$ cat src/rtl/uart_rx.sv
// Purpose : 8N1 UART receiver with a runtime-programmable bit period.
// Latency : byte strobe 2 cycles (synchronizer) after the mid-point sample of data bit 7.
// Backpressure: none; the strobe is a single-cycle pulse and must be taken when seen.
// Ports   : _i_protocols_uart_clk    - core clock, all state on rising edge
//           _i_protocols_uart_rst    - synchronous active-high reset
//           _i_protocols_uart_rx     - asynchronous serial line, idle high
//           _i_protocols_uart_config - bit period in clock cycles (values below 2 act as 2)
//           __output                 - {validn (active-low strobe), data[7:0]}
module uart_rx (
    input  logic        _i_protocols_uart_clk,
    input  logic        _i_protocols_uart_rst,
    input  logic        _i_protocols_uart_rx,
    input  logic [31:0] _i_protocols_uart_config,
    output logic [8:0]  __output
);

    typedef enum logic [2:0] {
        IDLE,
        START,
        DATA,
        STOP,
        BREAK
    } state_t;

    state_t      state;
    logic        rx_meta;
    logic        rx_s;
    logic [1:0]  fill;       // counts synchronizer fill after reset
    logic        armed;      // last trusted rx_s sample was high
    logic [31:0] period;     // bit period latched at the start bit
    logic [31:0] cnt;
    logic [2:0]  bit_index;
    logic [7:0]  shift;
    logic [7:0]  data;
    logic        validn;

    logic        sync_ok;
    logic [31:0] half;

    // rx_s only reflects the real line once both synchronizer flops have
    // been reloaded after reset; before that it still shows the reset value.
    assign sync_ok  = (fill == 2'd2);
    assign half     = {1'b0, period[31:1]};
    assign __output = {validn, data};

    always_ff @(posedge _i_protocols_uart_clk) begin
        if (_i_protocols_uart_rst) begin
            rx_meta   <= 1'b1;
            rx_s      <= 1'b1;
            fill      <= 2'd0;
            armed     <= 1'b0;
            period    <= 32'd2;
            cnt       <= 32'd0;
            bit_index <= 3'd0;
            shift     <= 8'h00;
            data      <= 8'h00;
            validn    <= 1'b1;
            state     <= IDLE;
        end else begin
            rx_meta <= _i_protocols_uart_rx;
            rx_s    <= rx_meta;
            if (fill != 2'd2) begin
                fill <= fill + 2'd1;
            end
            validn <= 1'b1;

            case (state)
                IDLE: begin
                    // A start bit needs a real high-to-low transition: a line
                    // already low when reset releases never arms the detector.
                    if (sync_ok) begin
                        if (rx_s) begin
                            armed <= 1'b1;
                        end else if (armed) begin
                            armed  <= 1'b0;
                            period <= (_i_protocols_uart_config < 32'd2) ? 32'd2
                                                                         : _i_protocols_uart_config;
                            cnt    <= 32'd0;
                            state  <= START;
                        end
                    end
                end

                START: begin
                    if (cnt == half - 32'd1) begin
                        cnt <= 32'd0;
                        if (rx_s) begin
                            // Glitch shorter than half a bit: drop it silently.
                            armed <= 1'b1;
                            state <= IDLE;
                        end else begin
                            bit_index <= 3'd0;
                            state     <= DATA;
                        end
                    end else begin
                        cnt <= cnt + 32'd1;
                    end
                end

                DATA: begin
                    if (cnt == period - 32'd1) begin
                        cnt              <= 32'd0;
                        shift[bit_index] <= rx_s;
                        if (bit_index == 3'd7) begin
                            // Strobe straight away; the stop bit is checked
                            // afterwards and never retracts this byte.
                            data   <= {rx_s, shift[6:0]};
                            validn <= 1'b0;
                            state  <= STOP;
                        end else begin
                            bit_index <= bit_index + 3'd1;
                        end
                    end else begin
                        cnt <= cnt + 32'd1;
                    end
                end

                STOP: begin
                    if (cnt == period - 32'd1) begin
                        cnt <= 32'd0;
                        if (rx_s) begin
                            armed <= 1'b1;
                            state <= IDLE;
                        end else begin
                            state <= BREAK;
                        end
                    end else begin
                        cnt <= cnt + 32'd1;
                    end
                end

                BREAK: begin
                    if (rx_s) begin
                        armed <= 1'b1;
                        state <= IDLE;
                    end
                end

                default: begin
                    state <= IDLE;
                end
            endcase
        end
    end

endmodule

$ cat config.mk
export PLATFORM = sky130hd
export DESIGN_NAME = uart_rx
export DESIGN_NICKNAME = d
export VERILOG_FILES = /design/src/rtl/uart_rx.sv
export SDC_FILE = /design/constraint.sdc
export NUM_CORES = 1
export LEC_CHECK = 0
export ABC_AREA = 1
export ABC_CLOCK_PERIOD_IN_PS = 6900
export CORE_UTILIZATION = 65
export CTS_CLUSTER_SIZE = 28
export DETAILED_ROUTE_END_ITERATION = 10
export PLACE_DENSITY = 0.86
export REMOVE_ABC_BUFFERS = 1
export SETUP_SLACK_MARGIN = 0.2
export SKIP_CTS_REPAIR_TIMING = 1
export SLEW_MARGIN = 5
export SYNTH_ARGS = -nofsm -noshare
export SYNTH_HDL_FRONTEND = slang
export SYNTH_SLANG_ARGS = --single-unit
export TNS_END_PERCENT = 100
$ cat constraint.sdc
create_clock -name _i_protocols_uart_clk -period 6.9 [get_ports _i_protocols_uart_clk]
set_input_delay 1.035 -clock _i_protocols_uart_clk [delete_from_list [all_inputs] [get_ports _i_protocols_uart_clk]]
set_output_delay 1.035 -clock _i_protocols_uart_clk [all_outputs]
set_load 0.02 [all_outputs]
# Word level (Yosys, flattened, before mapping)
# Cells that the tools add are included.
[word_totals]
ff_bits = 92
input_bits = 35
out_inout_bits = 9
wordCells = 88
[op_classes]
add_sub_neg = 5
n_lt_le_gt_ge = 3
n_eq_ne = 19
muxes = 33
bitwise = 3
reduce_logical = 14
[op_table]
columns = ["operator", "count"]
rows = [
  ["32-bit 2-to-1 mux", 6],
  ["32-bit case mux with 3 select lines", 1],
  ["32-bit == test", 2],
  ["3-bit 2-to-1 mux", 13],
  ["32-bit by 1-bit adder with 32-bit output, second input constant", 1],
  ["32-bit by 2-bit < comparator with 1-bit output, second input constant", 1],
  ["31-bit by 1-bit subtractor with 32-bit output, second input constant", 1],
  ["32-bit by 1-bit subtractor with 32-bit output, second input constant", 1],
  ["2-bit != test, second input constant", 11],
  ["3-bit case mux with 5 select lines", 1],
  ["4-bit AND reduction", 3],
  ["8-bit bitwise mux", 1],
  ["8-bit AND reduction", 1],
  ["1-bit 2-to-1 mux", 7],
  ["3-bit by 2-bit == test with 1-bit output, second input constant", 2],
  ["3-bit == test, second input constant", 2],
  ["3-bit case mux with 2 select lines", 1],
  ["5-bit AND reduction", 1],
  ["3-bit by 4-bit < comparator with 1-bit output, second input constant", 1],
  ["1-bit case mux with 4 select lines", 1],
  ["4-bit nonzero test", 1],
  ["3-bit by 1-bit adder with 3-bit output, second input constant", 1],
  ["1-bit demux with 3-bit select", 1],
  ["3-bit by 1-bit == test with 1-bit output, second input constant", 1],
  ["13 further kinds", 15],
]

# Longest topological paths before layout
[depth]
word_depth = 5
ltp_mapped = 22
mapped_depth_nobuf = 22

# Least setup slack after synthesis
# OpenSTA, ideal clock, no wires.
[synth_path]
kind = "register -> register"
start = "register period[1]"
end = "register cnt[29]"
setup_time_ps = 132
arrival_time_ps = 2243
setup_slack_ps = 4525
path_stages_with_launch = 21
n_path_buf = 1
synth_period_minus_slack_ps = 2375
cell_sequence = "dfxtp_1 -> inv_1 -> ha_1 -> inv_1 -> nor2_1 -> nand2_1 -> nor2_2 -> nand3_2 -> nor2_2 -> nand2_1 -> nand2_1 -> nand2_1 -> nor2_1 -> nand2_1 -> nor2_2 -> nand2_4 -> nand3_1 -> nand2_2 -> buf_4 -> nand2_1 -> a21oi_1"
[synth_via]
elab_chain_len = 4
elab_cells_between_ends = 7
[synth_rtl]
columns = ["item", "line", "source"]
rows = [
  ["from (decl)", "30", "logic [31:0] period;"],
  ["from (signal assigned)", "76", "period <= (_i_protocols_uart_config < 32'd2) ? 32'd2"],
  ["32-bit by 1-bit subtractor with 32-bit output / 31-bit by 1-bit subtractor with 32-bit output (equally long branches)", "101, 119, 85", ""],
  ["32-bit == test (on tied branches)", "101, 119, 85", ""],
  ["32-bit 2-to-1 mux (on tied branches)", "101, 119, 85", ""],
  ["32-bit case mux with 3 select lines (*)", "67", "case (state)"],
  ["to (signal assigned)", "96", "cnt <= cnt + 32'd1;"],
  ["to (signal assigned)", "114", "cnt <= cnt + 32'd1;"],
  ["to (signal assigned)", "128", "cnt <= cnt + 32'd1;"],
  ["to (decl)", "31", "logic [31:0] cnt;"],
]
# Every way passes the cells marked *; elsewhere a longest branch is shown, timed or not.
# A chain may end at the register's enable or synchronous reset.

# Worst setup path in the final report
[layout_path]
start = "register period[0]"
end = "register cnt[19]"
[layout_via]
elab_chain_len = 4
[layout_rtl]
columns = ["item", "line"]
rows = [
  ["32-bit by 1-bit subtractor with 32-bit output", "101, 119"],
  ["32-bit == test", "101, 119"],
  ["32-bit 2-to-1 mux", "101, 119"],
  ["32-bit case mux with 3 select lines", "67"],
]
# No other way between the ends.

==> run summary <==
layout cell share with drive strength beyond 1 = 0.0568
CTS tree = built
actual slew at the worst max-slew pin = 1040 ps
most frequent cells in the layout = nand2_1, inv_1, nor2_1
Unique masters post-synth = 38
register area share after synthesis = 0.248
Total Routing Usage GR = 0.371
final hold viol count = 0
setup TNS = 0 ps
Via density = 5.61
die area = 11800 um2
Initial Utilization = 0.673
Post-Route Skew = 10.3 ps
most common cell after layout, fill and taps aside = nand2_1
dpl hpwl = 16.2 mm
Total Routed Length = 20.9 mm
clock net sink count = 91
worst path required time = 7130 ps
critical path launch point type = flop
metal2 WL = 9.17 mm
Worst Hold Launch = rx_meta
Mapped Avg Cell Area = 5.95 um2
antenna violations before repair = 0
Seq cells post-synth = 91
DR iter-0 viols = 631
clock-pin slew on the worst setup and hold paths = 70 ps
DIE WIDTH = 108 um
Final setup viols = 0
Slew Limit Headroom = 0.305
antenna cells = 0
Num CTS Buffers = 9
Max IR drop VDD = 0.000203 V
Critical Path Max Stage Delay = 420 ps
synthesis-to-finish area growth = 9.45%
worst hold path depth = 1
max layer used = met4
die height = 108 um
critical path arrival = 3430 ps
H-tree Lvls = 3
Core Rows = 38
core area = 10900 um2
Total Power = 1.40 mW
Metal-1 WL = 8.81 mm
Critical Path, Cell by Cell = inv_1 -> ha_1 -> nand2_2 -> nor2_4 -> nand2_1 -> nor2_1 -> nand2_1 -> nand3_1 -> nand2_1 -> nor2_1 -> nand2_1 -> nor2_2 -> nand2_4 -> nand3_1 -> nand2_2 -> nand2_1 -> a21oi_1
Final period util = 0.465
Slew Viols, Final = 0
crit-path max FO = 32
Clk Latency, worst-skew pair = 360 ps
slowest CP cell = dfxtp_1
Pwr Density = 174 nW/um2
via count = 7796
Max Root-Sink Buffers = 2
first-pass GRT wire length = 33.7 mm
Crit. Startpoint = period[0]
CTS root buf = clkbuf_16
Routed Antenna Nets = 0
Critical Path Most Common Cell = nand2_1
status = completed
# fillers = 962
number of global-route vias before repair = 7162
RR Startpoint = period[0]
Worst Hold Class = flop to flop
met3 wire len = 1.98 mm
R2R cell count = 17
DR pass1 iterations = 6
Synthesis Warnings = 0
DRC Markers = 0
Hold Worst Slack = 428 ps
max_cap viols = 0
largest net degree at the start of global routing = 65
CP endpoint kind = flop
routed len/inst = 15.0 um
Final nets = 1286
PortBufs = 43
Setup Crit Path Kind = flop to flop
cells after synthesis = 1237
RSZ-0062 raised after global routing = no
Period minus WS final = 3210 ps
gr ovfl total = 0
Mapped Area = 7360 um2
f_max = 312 MHz
GPL Wtd Cong = 1.01
leakage power = 3.99 nW
IO Pins = 44
## area by class of cell
type,count,area [um2],share of cell area
multi-input combinational,935,4700,0.583
sequential,91,1820,0.226
inverter,162,613,0.0761
timing repair buffer,46,453,0.0562
clock buffer,9,225,0.0280
tap,140,175,0.0217
clock inverter,7,70.1,0.00870
## synth_stat cells, drive strengths merged
| master | instances | area, um2 |
|---|---|---|
| nand3 | 74 | 390 |
| clkbuf | 32 | 120 |
| or2 | 2 | 12.5 |
| xnor3 | 1 | 22.5 |
| nand3b | 15 | 113 |
| nor3 | 16 | 95.1 |
| xor3 | 1 | 23.8 |
| inv | 160 | 601 |
| ha | 6 | 75.1 |
| dfxtp | 91 | 1820 |
| o21ai | 61 | 309 |
| clkinv | 2 | 12.5 |
| o22ai | 1 | 6.26 |
| xor2 | 64 | 561 |
| a21oi | 72 | 360 |
| nor4 | 6 | 37.5 |
| nand4 | 33 | 206 |
| buf | 17 | 113 |
| o21bai | 7 | 52.6 |
| a31oi | 2 | 12.5 |
| and3 | 2 | 12.5 |
| xnor2 | 16 | 140 |
| nand2 | 373 | 1440 |
| nor2 | 183 | 820 |
## where the power goes
| part | switching [mW] | internal, mW |
|---|---|---|
| registers | 0.0229 | 0.543 |
| clock network | 0.245 | 0.254 |
| logic | 0.230 | 0.104 |
| total | 0.498 | 0.901 |
## routing by layer
layer / GRT usage / vias to the layer above
li1: - / 3900
met1: 0.468 / 3457
met2: 0.599 / 371
met3: 0.0802 / 68
met4: 0.177 / 0
met5: 0 / -
## worst paths after layout
path                   to  slack [ps]
setup reg to reg  cnt[19]        3690
setup / recovery  cnt[19]        3690
hold / removal       rx_s         430
hold reg to reg      rx_s         430
## through the flow
stage | area (um2) | std cells | setup slack (ps) | utilization
floorplan | 7130 | 1188 | 2960 | -
global placement | 7760 | 1374 | 3750 | 0.710
detailed placement | 7760 | 1374 | 3780 | 0.710
CTS | 8060 | 1390 | 3740 | 0.737
global route | 8060 | 1390 | 3360 | 0.737
finish | 8060 | 1390 | 3690 | 0.737
## state kept, by name, indices dropped and copies added (netlist names)
name / cells
armed: 1
bit_index: 3
cnt: 32
data: 8
fill: 2
period: 32
rx_meta: 1
rx_s: 1
shift: 7
state: 3
validn: 1
## cell families after synthesis
logic type | share of synthesized area
AO/OA/AOI/OAI | 0.101
adder cells (fa/ha/maj) | 0.0102
flip-flops | 0.248
XOR/XNOR | 0.101
buffers and inverters | 0.115
AND/OR/NAND/NOR | 0.425
## worst max-delay path: cells and delay by family (launching register included)
| kind | cells | cell delay, ps |
|---|---|---|
| buffers and inverters | 1 | 160 |
| DFF | 1 | 420 |
| adders and majority gates | 1 | 290 |
| and+or+nand+nor | 14 | 2100 |
| AOI/OAI and AO/OA | 1 | 90 |
(Power assumes the default switching activity.)
